[src/rtl/riscv_test_monitor.sv]
// riscv_test_monitor: sequences core reset, snoops data-memory writes for the riscv-tests tohost
// handshake and reports pass/fail/timeout with the failing test number and a RUN-cycle count.
module riscv_test_monitor #(
    parameter int                XLEN         = 32,
    parameter int                ADDR_W       = 32,
    parameter logic [ADDR_W-1:0] TOHOST_ADDR  = 'h1000,
    parameter int                TIMEOUT      = 5000,
    parameter int                RESET_CYCLES = 1,
    parameter int                CNT_W        = 32,
    parameter int                HALT_ON_DONE = 1
) (
    input  logic              clk,
    input  logic              rst,
    output logic              core_rst,
    input  logic              mem_we,
    input  logic [ADDR_W-1:0] mem_addr,
    input  logic [XLEN-1:0]   mem_wdata,
    input  logic [XLEN/8-1:0] mem_wstrb,
    output logic              done,
    output logic              pass,
    output logic              fail,
    output logic              timeout,
    output logic [XLEN-2:0]   test_num,
    output logic [CNT_W-1:0]  cycle_count
);
    typedef enum logic [1:0] {RESET_HOLD, RUN, DONE} state_t;
    state_t state, state_n;
    logic [31:0] hold_cnt, hold_cnt_n;
    logic core_rst_n, done_n, pass_n, fail_n, timeout_n, hit, expire;
    logic [XLEN-2:0] test_num_n;
    logic [CNT_W-1:0] cycle_count_n;
    assign hit = mem_we && mem_addr == TOHOST_ADDR && &mem_wstrb && mem_wdata[0];
    assign expire = TIMEOUT != 0 && cycle_count == CNT_W'(TIMEOUT - 1);
    always_comb begin
        state_n = state;
        hold_cnt_n = hold_cnt;
        core_rst_n = core_rst;
        done_n = done;
        pass_n = pass;
        fail_n = fail;
        timeout_n = timeout;
        test_num_n = test_num;
        cycle_count_n = cycle_count;
        if (state == RESET_HOLD) begin
            hold_cnt_n = hold_cnt + 32'd1;
            if (hold_cnt == 32'(RESET_CYCLES - 1)) begin
                state_n = RUN;
                core_rst_n = 1'b0;
            end
        end else if (state == RUN) begin
            cycle_count_n = &cycle_count ? cycle_count : cycle_count + CNT_W'(1);
            // a qualifying write on the watchdog's last edge takes precedence
            if (hit || expire) begin
                state_n = DONE;
                done_n = 1'b1;
                core_rst_n = HALT_ON_DONE != 0;
                pass_n = hit && mem_wdata[XLEN-1:1] == '0;
                fail_n = hit && mem_wdata[XLEN-1:1] != '0;
                timeout_n = !hit;
                test_num_n = hit ? mem_wdata[XLEN-1:1] : '0;
            end
        end
    end
    always_ff @(posedge clk) begin
        if (rst) begin
            state <= RESET_HOLD;
            hold_cnt <= '0;
            core_rst <= 1'b1;
            done <= 1'b0;
            pass <= 1'b0;
            fail <= 1'b0;
            timeout <= 1'b0;
            test_num <= '0;
            cycle_count <= '0;
        end else begin
            state <= state_n;
            hold_cnt <= hold_cnt_n;
            core_rst <= core_rst_n;
            done <= done_n;
            pass <= pass_n;
            fail <= fail_n;
            timeout <= timeout_n;
            test_num <= test_num_n;
            cycle_count <= cycle_count_n;
        end
    end
endmodule

[config.mk]
export PLATFORM = sky130hd
export DESIGN_NAME = riscv_test_monitor
export DESIGN_NICKNAME = d
export VERILOG_FILES = /design/src/rtl/riscv_test_monitor.sv
export SDC_FILE = /design/constraint.sdc
export NUM_CORES = 1
export LEC_CHECK = 0
export CAP_MARGIN = 40
export CELL_PAD_IN_SITES_DETAIL_PLACEMENT = 1
export CELL_PAD_IN_SITES_GLOBAL_PLACEMENT = 1
export CORE_MARGIN = 8
export CORE_UTILIZATION = 34
export CTS_CLUSTER_DIAMETER = 150
export DETAILED_ROUTE_END_ITERATION = 8
export GPL_TIMING_DRIVEN = 1
export PLACE_DENSITY = 0.84
export SLEW_MARGIN = 40
export SYNTH_ARGS = -nofsm -noshare
export SYNTH_HDL_FRONTEND = slang
export SYNTH_SLANG_ARGS = --single-unit
[constraint.sdc]
create_clock -name clk -period 2.82 [get_ports clk]
set_input_delay 0.564 -clock clk [delete_from_list [all_inputs] [get_ports clk]]
set_output_delay 0.564 -clock clk [all_outputs]
set_load 0.005 [all_outputs]
==> results.yml <==
timing:
  min_period_over_period: 0.827
  setup_slack_ns: 0.487
  worst_pin_slew_ns: 0.618
  max_freq_ghz: 0.429
  fin_skew_ns: 0.00521
  fin_setup_tns_ns: 0
  hold_violations: 0
  rsz0062_at_grt: "no"
  relSlewSlack: 0.585
  slew_viol_final: 0
  setup_viol: 0
  whs_ns: 0.479
  period_needed_ns: 2.33
hold_path:
  hold_path_class: "reg2reg"
  hold_end: "done"
  hold_start: "done"
  hold_depth: 2
logic_synthesis:
  netlist_area_um2: 4440
  synth_nets: 571
  synth-simple-area-share: 0.279
  synth.top_cell.area_share: 0.460
  synth_compound_area_frac: 0.150
  synth_top_area_cell: "dfxtp_1"
  synthXorXnorAreaFrac: 0.0572
  synth_mux_area_frac: 0.00733
  avgSynthCellArea_um2: 8.93
  synthFlopType: "dfxtp_1"
  yosysWarnings: 0
  synth-seq-cells: 102
  synth_edf_count: 0
  synth_top_family_by_area: "simple AND/OR/NAND/NOR gates"
  synthTopCellsByCount: "dfxtp_1, nor2_1, a21oi_1, a22o_1, nor4_1"
  netlist-cell-type-count: 39
  synth_cells: 497
  synthAdderAreaFrac: 0.00846
  netlist_top_cells_area: "dfxtp_1, a22o_1, nor4_1"
  synth_most_common_cell: "dfxtp_1"
  async_flop_share: 0
  yosysSeqAreaShare: 0.460
final_layout:
  antenna_cells: 0
  fill_cells: 1493
  synthToLayoutAreaGrowth_pct: 42.1
  final_nets: 703
  fin_cells: 806
  final_cell_area_um2: 6300
  final_util: 0.498
  drive_gt1_frac: 0.0536
global_routing:
  grt_usage: 0.177
  gr-total-overflow: 0
  grt_max_degree: 53
  antenna_found_initial: 0
  grt_pass1_vias: 4608
  grt_pass1_wl_mm: 23.7
power:
  max-vdd-ir-drop_mv: 0.241
  p_per_area_nw_per_um2: 490
  p_total_mw: 3.09
  leakagePower_nw: 2.06
clock_tree:
  clk_path_buf_depth: 2
  post-cts-setup-buffer-count: 0
  htreeDepth: 3
  cts_resized: 0
  clockRootBuffer: "clkbuf_16"
  cts_buffers: 9
  clock-sinks: 102
  cts_tree: "done"
  clkTransAtPathRegs_ns: 0.06
  postCtsHoldBufs: 0
  insertion_delay_ns: 0.35
drt:
  routedWlPerCell_um: 18.5
  drc: 0
  ant_nets: 0
  first_pass_iters: 5
  drt_iter0_markers: 249
  wl_mm: 14.9
  num_vias: 4396
  routed_via_density: 5.45
placed_design:
  dpl_worst_slack_ns: 0.108
  dpl.hpwl_mm: 11.4
  port_buffers: 138
  place_inst: 790
  dpl_cell_area_um2: 6020
  gp_congestion: 0.852
setup_path:
  critPathKind: "reg2reg"
  critPathLaunchType: "flip-flop"
  r2r_setup_slack_ns: 0.49
  worst_r2r_path_depth: 7
  cp.required_ns: 3.06
  critPathArrivalTime_ns: 2.57
  r2r-end: "fail"
  cp_max_fo: 35
  r2r-start: "cycle_count[0]"
  endpoint_kind: "flip-flop"
floorplan:
  die_h_um: 130
  die-width_um: 130
  num_rows: 41
  pin_count: 139
  placeableCoreArea_um2: 12700
  fp.dieArea_um2: 17000
  start_util: 0.350
flow_run:
  drv_cap: 0
outcome:
  status: "finished clean"
## report_power, final
group          switching (mW)  internal (mW)  leakage [nW]
logic                   0.173          0.200          1.10
registers              0.0453           1.48         0.823
clock network           0.540          0.650         0.139
## cells in the final DEF, fill, tap and decap left out, drive strengths merged, types with 2 or more instances in the layout
cell           instances
clkdlybuf4s50        137
dfxtp                102
nor2                  41
a21oi                 33
a22o                  33
nor4                  31
nand4                 28
o21ai                 24
or3                   23
nor3                  21
nand2                 20
xnor2                 19
inv                   19
nand3                 17
clkbuf                12
xor2                  10
or4                    9
and4                   9
o31ai                  8
buf                    8
nor4b                  5
and2                   3
ha                     3
nor2b                  2
a21o                   2
mux2                   2
and3                   2
or2                    2
clkinv                 2
## flip-flops by register name, indices dropped and copies added (netlist names)
signal	cells
pass	1
state	2
core_rst	1
hold_cnt	32
cycle_count	32
fail	1
timeout	1
done	1
test_num	31
## area by class of cell
class,count,area [um2],area share
Multi-Input combinational cell,353,2240,0.355
Sequential cell,102,2040,0.324
Tap cell,172,215,0.0341
Timing Repair Buffer,145,1450,0.231
Clock buffer,12,256,0.0407
Inverter,18,67.6,0.0107
Clock inverter,4,30.0,0.00476
## kinds of logic after synthesis
kind of cell	count (synthesis)
AO/OA/AOI/OAI	102
XOR/XNOR	29
adder cells (fa/ha/maj)	3
buffers and inverters	42
flip-flops	102
multiplexers	3
AND/OR/NAND/NOR	216
## per-layer routing
metal / part of all wire / routed length, um / track usage / vias to the layer above
met3: 0.089 / 1320 / 0.0767 / 19
li1: - / - / - / 2119
met2: 0.48 / 7130 / 0.289 / 129
met5: 0 / 0 / 0 / -
met4: 0.016 / 241 / 0.0601 / 0
met1: 0.42 / 6230 / 0.205 / 2129
## worst max path at each step
stage | cells past startpoint | endpoint | slack [ns] | startpoint
3_3_place_gp | 7 | test_num[10] | 0.19 | mem_wstrb[2]
3_5_place_dp | 7 | test_num[28] | 0.11 | mem_addr[29]
6_report | 7 | fail | 0.49 | cycle_count[0]
2_1_floorplan | 5 | fail | 0.74 | mem_addr[29]
5_1_grt | 5 | cycle_count[25] | 0.30 | cycle_count[13]
4_1_cts | 7 | fail | 0.44 | cycle_count[0]
## critical path, cell delays in order, from the launching register on
cell	delay [ns]
dfxtp_1	0.40
ha_1	0.26
and4b_1	0.35
nand4_1	0.16
nor4_2	0.49
nor3_2	0.11
buf_12	0.20
a22o_1	0.24
No activity file was read; power rests on OpenSTA's default activity.
